## src/rtl/alu_pkg.sv

```systemverilog
// rtl/alu_pkg.sv - shared width constant and opcode encoding for the alu
package alu_pkg;

    localparam int WIDTH = 8;

    typedef enum logic [2:0] {
        ALU_ADD = 3'd0,
        ALU_SUB = 3'd1,
        ALU_AND = 3'd2,
        ALU_OR  = 3'd3,
        ALU_XOR = 3'd4,
        ALU_SHL = 3'd5,
        ALU_SHR = 3'd6,
        ALU_NOT = 3'd7
    } alu_op_t;

endpackage

```

## src/rtl/alu_addsub.sv

```systemverilog
// rtl/alu_addsub.sv - combinational add/subtract with carry-in, carry/borrow-out and signed overflow
module alu_addsub
    import alu_pkg::*;
(
    input  logic [WIDTH-1:0] a_i,
    input  logic [WIDTH-1:0] b_i,
    input  logic             cin_i,
    input  logic             sub_i,
    output logic [WIDTH-1:0] sum_o,
    output logic             carry_o,
    output logic             overflow_o
);

    logic [WIDTH:0] full;

    always_comb begin
        full       = '0;
        overflow_o = 1'b0;
        if (sub_i) begin
            // A negative 9-bit difference wraps with bit WIDTH set, which is exactly the borrow
            full       = {1'b0, a_i} - {1'b0, b_i} - {{WIDTH{1'b0}}, cin_i};
            overflow_o = (a_i[WIDTH-1] != b_i[WIDTH-1]) && (full[WIDTH-1] != a_i[WIDTH-1]);
        end else begin
            full       = {1'b0, a_i} + {1'b0, b_i} + {{WIDTH{1'b0}}, cin_i};
            overflow_o = (a_i[WIDTH-1] == b_i[WIDTH-1]) && (full[WIDTH-1] != a_i[WIDTH-1]);
        end
        sum_o   = full[WIDTH-1:0];
        carry_o = full[WIDTH];
    end

endmodule

```

## src/rtl/alu.sv

```systemverilog
// rtl/alu.sv - registered 8-bit ALU with flags; define ALU_SHIFT_EN to build the SHL/SHR ops
module alu
    import alu_pkg::*;
(
    input  logic             clk,
    input  logic             rst,
    input  logic             in_valid,
    input  logic [2:0]       op,
    input  logic [WIDTH-1:0] a,
    input  logic [WIDTH-1:0] b,
    input  logic             cin,
    output logic [WIDTH-1:0] result,
    output logic             cout,
    output logic             zero,
    output logic             negative,
    output logic             overflow,
    output logic             out_valid
);

    alu_op_t          op_e;
    logic [WIDTH-1:0] as_sum;
    logic             as_carry;
    logic             as_ovf;

    logic [WIDTH-1:0] res_n;
    logic             cout_n;
    logic             ovf_n;

    logic [WIDTH-1:0] result_q, result_d;
    logic             cout_q, cout_d;
    logic             zero_q, zero_d;
    logic             negative_q, negative_d;
    logic             overflow_q, overflow_d;
    logic             out_valid_q, out_valid_d;

    assign op_e = alu_op_t'(op);

    alu_addsub u_addsub (
        .a_i        (a),
        .b_i        (b),
        .cin_i      (cin),
        .sub_i      (op_e == ALU_SUB),
        .sum_o      (as_sum),
        .carry_o    (as_carry),
        .overflow_o (as_ovf)
    );

    always_comb begin
        res_n  = a;
        cout_n = 1'b0;
        ovf_n  = 1'b0;
        case (op_e)
            ALU_ADD, ALU_SUB: begin
                res_n  = as_sum;
                cout_n = as_carry;
                ovf_n  = as_ovf;
            end
            ALU_AND: res_n = a & b;
            ALU_OR:  res_n = a | b;
            ALU_XOR: res_n = a ^ b;
`ifdef ALU_SHIFT_EN
            ALU_SHL: {cout_n, res_n} = {a, cin};
            ALU_SHR: {res_n, cout_n} = {cin, a};
`else
            ALU_SHL, ALU_SHR: res_n = a;
`endif
            ALU_NOT: res_n = ~a;
            default: res_n = a;
        endcase
    end

    always_comb begin
        result_d    = result_q;
        cout_d      = cout_q;
        zero_d      = zero_q;
        negative_d  = negative_q;
        overflow_d  = overflow_q;
        out_valid_d = in_valid;
        if (in_valid) begin
            result_d   = res_n;
            cout_d     = cout_n;
            zero_d     = (res_n == '0);
            negative_d = res_n[WIDTH-1];
            overflow_d = ovf_n;
        end
    end

    always_ff @(posedge clk or posedge rst) begin
        if (rst) begin
            result_q    <= '0;
            cout_q      <= 1'b0;
            zero_q      <= 1'b0;
            negative_q  <= 1'b0;
            overflow_q  <= 1'b0;
            out_valid_q <= 1'b0;
        end else begin
            result_q    <= result_d;
            cout_q      <= cout_d;
            zero_q      <= zero_d;
            negative_q  <= negative_d;
            overflow_q  <= overflow_d;
            out_valid_q <= out_valid_d;
        end
    end

    assign result    = result_q;
    assign cout      = cout_q;
    assign zero      = zero_q;
    assign negative  = negative_q;
    assign overflow  = overflow_q;
    assign out_valid = out_valid_q;

endmodule

```

## config.mk

```make
export PLATFORM = sky130hd
export DESIGN_NAME = alu
export DESIGN_NICKNAME = d
export VERILOG_FILES = /design/src/rtl/alu_pkg.sv /design/src/rtl/alu_addsub.sv /design/src/rtl/alu.sv
export SDC_FILE = /design/constraint.sdc
export NUM_CORES = 1
export LEC_CHECK = 0
export ABC_CLOCK_PERIOD_IN_PS = 800
export CORE_UTILIZATION = 48
export CTS_CLUSTER_DIAMETER = 30
export DETAILED_ROUTE_END_ITERATION = 6
export GPL_TIMING_DRIVEN = 0
export PLACE_DENSITY = 0.86
export SLEW_MARGIN = 20
export SYNTH_ARGS = -nofsm -noshare
export SYNTH_HDL_FRONTEND = slang
export SYNTH_SLANG_ARGS = --single-unit
```

## constraint.sdc

```tcl
create_clock -name clk -period 0.8 [get_ports clk]
set_input_delay 0.2 -clock clk [delete_from_list [all_inputs] [get_ports clk]]
set_output_delay 0.2 -clock clk [all_outputs]
set_load 0.02 [all_outputs]
```

* Word-level counts from Yosys, hierarchy flattened
Index checks and enable logic that the tools add are counted.
** Word-level totals
- Flip-flop bits (word level) :: 13
- Input port bits :: 23
- Output and inout bits :: 13
- Word-level logic and storage cells :: 36
** Operators by class
- Add/subtract/negate cells :: 4
- Equal/unequal tests :: 11
- Reductions and logical operators :: 6
- Muxes and demuxes :: 5
- Bitwise operators :: 4
** Operators by type and width (number)
- 8-bit one-hot mux with 6 select lines :: 1
- 3-bit equality test (second input constant) :: 4
- 8-bit by 8-bit adder with 9-bit output :: 1
- 9-bit by 1-bit adder with 9-bit output :: 1
- 9-bit 2-to-1 mux :: 1
- 8-bit by 8-bit subtractor with 9-bit output :: 1
- 9-bit by 1-bit subtractor with 9-bit output :: 1
- 8-bit AND :: 1
- 8-bit zero test :: 1
- 8-bit NOT :: 1
- 8-bit OR :: 1
- 8-bit XOR :: 1
- 3-bit by 2-bit equality test with 1-bit output (second input constant) :: 2
- 2-bit OR reduction :: 2
- 3-bit by 1-bit equality test with 1-bit output (second input constant) :: 1
- 3-bit zero test :: 1
- 1-bit 2-to-1 mux :: 3
- 1-bit inequality test :: 3
- 1-bit logical AND :: 2
- 1-bit equality test :: 1

* Depth between registers and ports, before layout
Gate-level depths: netlist (run 1).
- Word-level depth :: 6
- Gate-level depth with buffers :: 11
- Mapped depth without buffers :: 11

* Hierarchy
Synthesis (run 1) repeated with hierarchy kept, for this count alone.
** Second synthesis, totals
- Cells, all modules :: 283
- Area total of the unflattened synthesis :: 2229.6 sq um
** By module, submodules not included
- alu :: instances 1, cells each 154, seq. area each 300.3 sq um, area an instance 1281.2 sq um
- alu_addsub :: instances 1, cells each 129, seq. area each 0.0 sq um, area an instance 948.4 sq um

* Least setup slack after synthesis (run 1)
No wires, ideal clock.
- Kind :: input to register
- Start :: in a[0]
- End :: reg zero_q (netlist: zero)
- Setup time :: 66 ps
- Setup slack :: -1654 ps
- Path buffers :: 0
- Stages on the path :: 11
- Data required time :: 734 ps
- Data arrival time :: 2389 ps
- Path through :: inv_1 fa_1 inv_1 ha_1 o21a_1 nor4_1 nor3_1 a2111oi_0 nand2_1 nor4b_2 a32o_2
** On the way
- Longest elaborated chain between the ends :: 5
- Elaborated cells between the ends (all ways) :: 11
- Those cells by class :: add/sub: 4; mux: 2; bitwise: 4; reduce/logical: 1
** Ends and longest elaborated chain
- from (decl) :: line alu.sv:9 : input logic [WIDTH-1:0] a,
- 8-bit by 8-bit adder with 9-bit output or 8-bit by 8-bit subtractor with 9-bit output (tied branches) :: line alu_addsub.sv:24, alu_addsub.sv:21
- 9-bit by 1-bit adder with 9-bit output or 9-bit by 1-bit subtractor with 9-bit output (tied branches) :: line alu_addsub.sv:24, alu_addsub.sv:21
- 9-bit 2-to-1 mux :: line alu_addsub.sv:19 : if (sub_i) begin
- 8-bit one-hot mux with 6 select lines * :: line alu.sv:52 : case (op_e)
- 8-bit zero test * :: line alu.sv:82 : zero_d = (res_n == '0);
- to (signal assigned) :: line alu.sv:99 : zero_q <= zero_d;
- to (decl) :: line alu.sv:31 : logic zero_q, zero_d;
Every way passes the cells marked *; elsewhere a longest branch is shown, timed or not.
A chain may end at the register's enable or synchronous reset.

* Worst setup path after layout (run 1)
Ends and elaborated chain as after synthesis.

==> flow_metrics.py, run 1 <==
metrics = {
    "critical_path": {
        "worst-path-max-fanout": 3,
        "startpoint": "a[0]",
        "reg2reg_to": "result[3]$_DFFE_PP0P_",
        "endpoint": "zero$_DFFE_PP0P_",
        "rr_worst_depth": 3,
        "path_class": "in -> reg",
        "cp.required_ns": 0.93,
        "worstSetupEndpointType": "flip-flop",
        "setup.worst_path.start_class": "input port",
        "reg2reg_slack_ns": -0.14,
        "arrival_ns": 2.42,
        "r2r_start": "result[3]$_DFFE_PP0P_",
    },
    "global_routing": {
        "grt_use_met1_pct": 32.9,
        "use_met3_pct": 3.70,
        "grt_pass1_vias": 1989,
        "busiest_layer": "met2",
        "grtUsageTotal_pct": 27.4,
        "grt_max_degree": 13,
        "met2_usage_pct": 49.6,
        "grt_overflow": 0,
        "antenna_found_initial": 0,
        "grt_pass1_wl_um": 8980,
    },
    "detailed_routing": {
        "vias": 2108,
        "routed_wl_um": 5580,
        "drt_first_iter_violations": 109,
        "postRouteAntennaNets": 0,
        "vias_per_cell": 5.94,
        "avgRoutedWirePerCell_um": 15.7,
        "drc": 0,
        "drt-pass1-iter-count": 5,
    },
    "yosys": {
        "synth_ff_type": "dfrtp_1",
        "synth_top_area_cell": "ha_1",
        "syn_area_um2": 1910,
        "synth_nets": 298,
        "synthArstFlopShare_pct": 100,
        "ys_seq_area_share_pct": 15.7,
        "synth_top_area_share_pct": 19.7,
        "syn_inst": 241,
        "ys_ff_latch": 12,
        "yosys_warnings": 0,
        "synth_top_cells_by_area": "ha_1, dfrtp_1, inv_1",
        "synth.distinct_cells": 52,
        "avgSynthCellArea_um2": 7.92,
        "synth_edf_count": 0,
    },
    "timing": {
        "hold_ws_ns": 0.252,
        "max_slew.worst_pin.slew_ns": 0.638,
        "layout_setup_ws_ns": -1.50,
        "final.min_clock_period_ns": 2.30,
        "max_freq_ghz": 0.435,
        "slew_viol_final": 0,
        "finalClockSkew_ns": 0,
        "hold_viol": 0,
        "relSlewSlack_pct": 57.5,
        "fin_crit_sh_pct": 287,
        "setup_tns_ns": -15.39,
        "rsz0062_at_grt": "yes",
        "setup_viol": 24,
    },
    "clock_tree": {
        "h-tree-depth": 1,
        "cts_tree": "yes",
        "cts_buffer_depth": 2,
        "clk_latency_ns": 0.24,
        "root_buffer": "clkbuf_8",
        "cts_inserted_buffers": 3,
        "clock-sinks": 12,
        "clkSlewWorstSetupHoldPaths_ns": 0.06,
    },
    "placement": {
        "dp_hpwl_um": 3700,
        "gp_congestion": 0.897,
        "io_buffers": 34,
        "dpl_cell_area_um2": 2420,
    },
    "outcome": {
        "violations": "setup timing",
        "outcome": "finished with violations",
    },
    "floorplanning": {
        "die_y_um": 65.1,
        "dieArea_um2": 4230,
        "start_util_pct": 51.0,
        "num_rows": 22,
        "die_x_um": 65.1,
        "core_um2": 3740,
        "top_level_ports": 36,
    },
    "cells_and_area": {
        "antenna_cells": 0,
        "fin_nets": 365,
        "layout_commonest_cell": "buf_4",
        "drive_above_1_share_pct": 43.3,
        "area.growth.synth_to_final_pct": 58.8,
        "final_cell_mix": "buf_4, inv_1, nor2_1",
        "fin_area_um2": 3030,
    },
    "pwr": {
        "cellPowerDensity_nw_per_um2": 1310,
        "irDropWorstVdd_mv": 0.644,
        "leakagePower_nw": 1.34,
    },
    "worst_hold_path": {
        "worstHoldPathType": "in -> async",
    },
    "run": {
        "drv_cap": 0,
    },
}
-- cell families (layout without fill, tap and decap cells) --
family	after synthesis	after routing	synth area share (%)
simple gates	66	66	17.5
buf+inv	42	108	8.72
mux	10	10	5.50
compound gates	67	67	24.1
fa+ha+maj	34	34	23.9
flops	12	12	15.7
xor+xnor	10	10	4.59
-- final cells by class --
cell class / count / area [um2]
flip-flops and latches: 12 / 302
repair buffers: 62 / 548
fillers: 233 / 711
well taps: 48 / 60.1
clock buffers: 4 / 55.1
plain buffers: 9 / 53.8
inverters: 33 / 146
multi-input cells: 187 / 1870
-- sequential cells by signal, summed over array words and instances, names as in the netlist --
signal,flops
result,8
cout,1
out_valid,1
overflow,1
zero,1
-- stage by stage --
| step | std cells | util (%) | power [mW] | setup slack [ns] |
|---|---|---|---|---|
| after floorplan | 241 | - | 1.94 | -1.44 |
| after global placement | 323 | 64.6 | 2.46 | -2.27 |
| after detailed placement | 323 | 64.6 | 2.51 | -2.28 |
| after CTS | 350 | 78.6 | 3.74 | -1.59 |
| after global routing | 355 | 81.0 | 4.18 | -1.57 |
| final | 355 | 81.0 | 3.96 | -1.50 |
-- repair_timing --
item / 4_1_cts / 5_1_grt
setup buffers: 24 / 7
setup endpoints to repair: 24 / 24
hold endpoints to repair: 0 / 0
pin swaps: 32 / 15
hold buffers: 0 / 0
resized for setup: 193 / 17
-- per-layer routing --
metal / vias to the layer above / routed length [um]
li1: 979 / -
met2: 103 / 2830
met3: 18 / 323
met4: 0 / 124
met1: 1008 / 2310
met5: - / 0
-- synthesized netlist by cell type, drive strengths merged, types with 2 or more instances --
cell and number:
a22oi 2, clkbuf 4, xnor2 4, or3 2, o32ai 3, nand3b 2, o211ai 2, nand3 4
xor2 6, a2bb2oi 2, nor3 9, nor2b 5, buf 5, fa 4, a21o 3, mux2i 6
nand2 17, a221oi 2, nor2 18, o31ai 2, nand2b 3, inv 33, nor4 2, o22ai 4
o21ai 14, o31a 2, a21oi 14, o21a 5, mux2 4, ha 30, dfrtp 12
-- critical path: stages --
cell and delay (ns):
buf_8 0.08, inv_6 0.03, fa_2 0.59, inv_2 0.06, ha_4 0.16, o21a_4 0.22, o31a_1 0.29, nor3_2 0.29
a2111oi_4 0.07, nand2_1 0.12, nor4b_2 0.05, a32o_2 0.25
-- report_power, final --
| part | total, mW | switching (mW) | internal, mW |
|---|---|---|---|
| Sequential | 0.749 | 0.0589 | 0.690 |
| Combinational | 2.55 | 1.26 | 1.29 |
| Clock | 0.657 | 0.223 | 0.434 |
| Total | 3.96 | 1.54 | 2.41 |
-- worst min path at each step --
stage,start,end,slack [ns],depth (start not counted)
global placement,cout$_DFFE_PP0P_,cout$_DFFE_PP0P_,0.47,1
global route,rst,result[1]$_DFFE_PP0P_,0.29,2
CTS,rst,result[1]$_DFFE_PP0P_,0.26,2
detailed placement,cout$_DFFE_PP0P_,cout$_DFFE_PP0P_,0.48,1
floorplan,rst,cout$_DFFE_PP0P_,0.06,1
finish,rst,result[1]$_DFFE_PP0P_,0.25,2
Power figures use the tool's default switching activity.
==> run 2, diff against run 1 <==
--- a/config.mk
+++ b/config.mk
@@ -10,6 +10,7 @@
 export CTS_CLUSTER_DIAMETER = 30
 export DETAILED_ROUTE_END_ITERATION = 6
 export GPL_TIMING_DRIVEN = 0
+export HOLD_SLACK_MARGIN = 0.02
 export PLACE_DENSITY = 0.86
 export SLEW_MARGIN = 20
 export SYNTH_ARGS = -nofsm -noshare
==> results of run 2 <==
The final DEF is identical to that of run 1; final timing and power are the same.
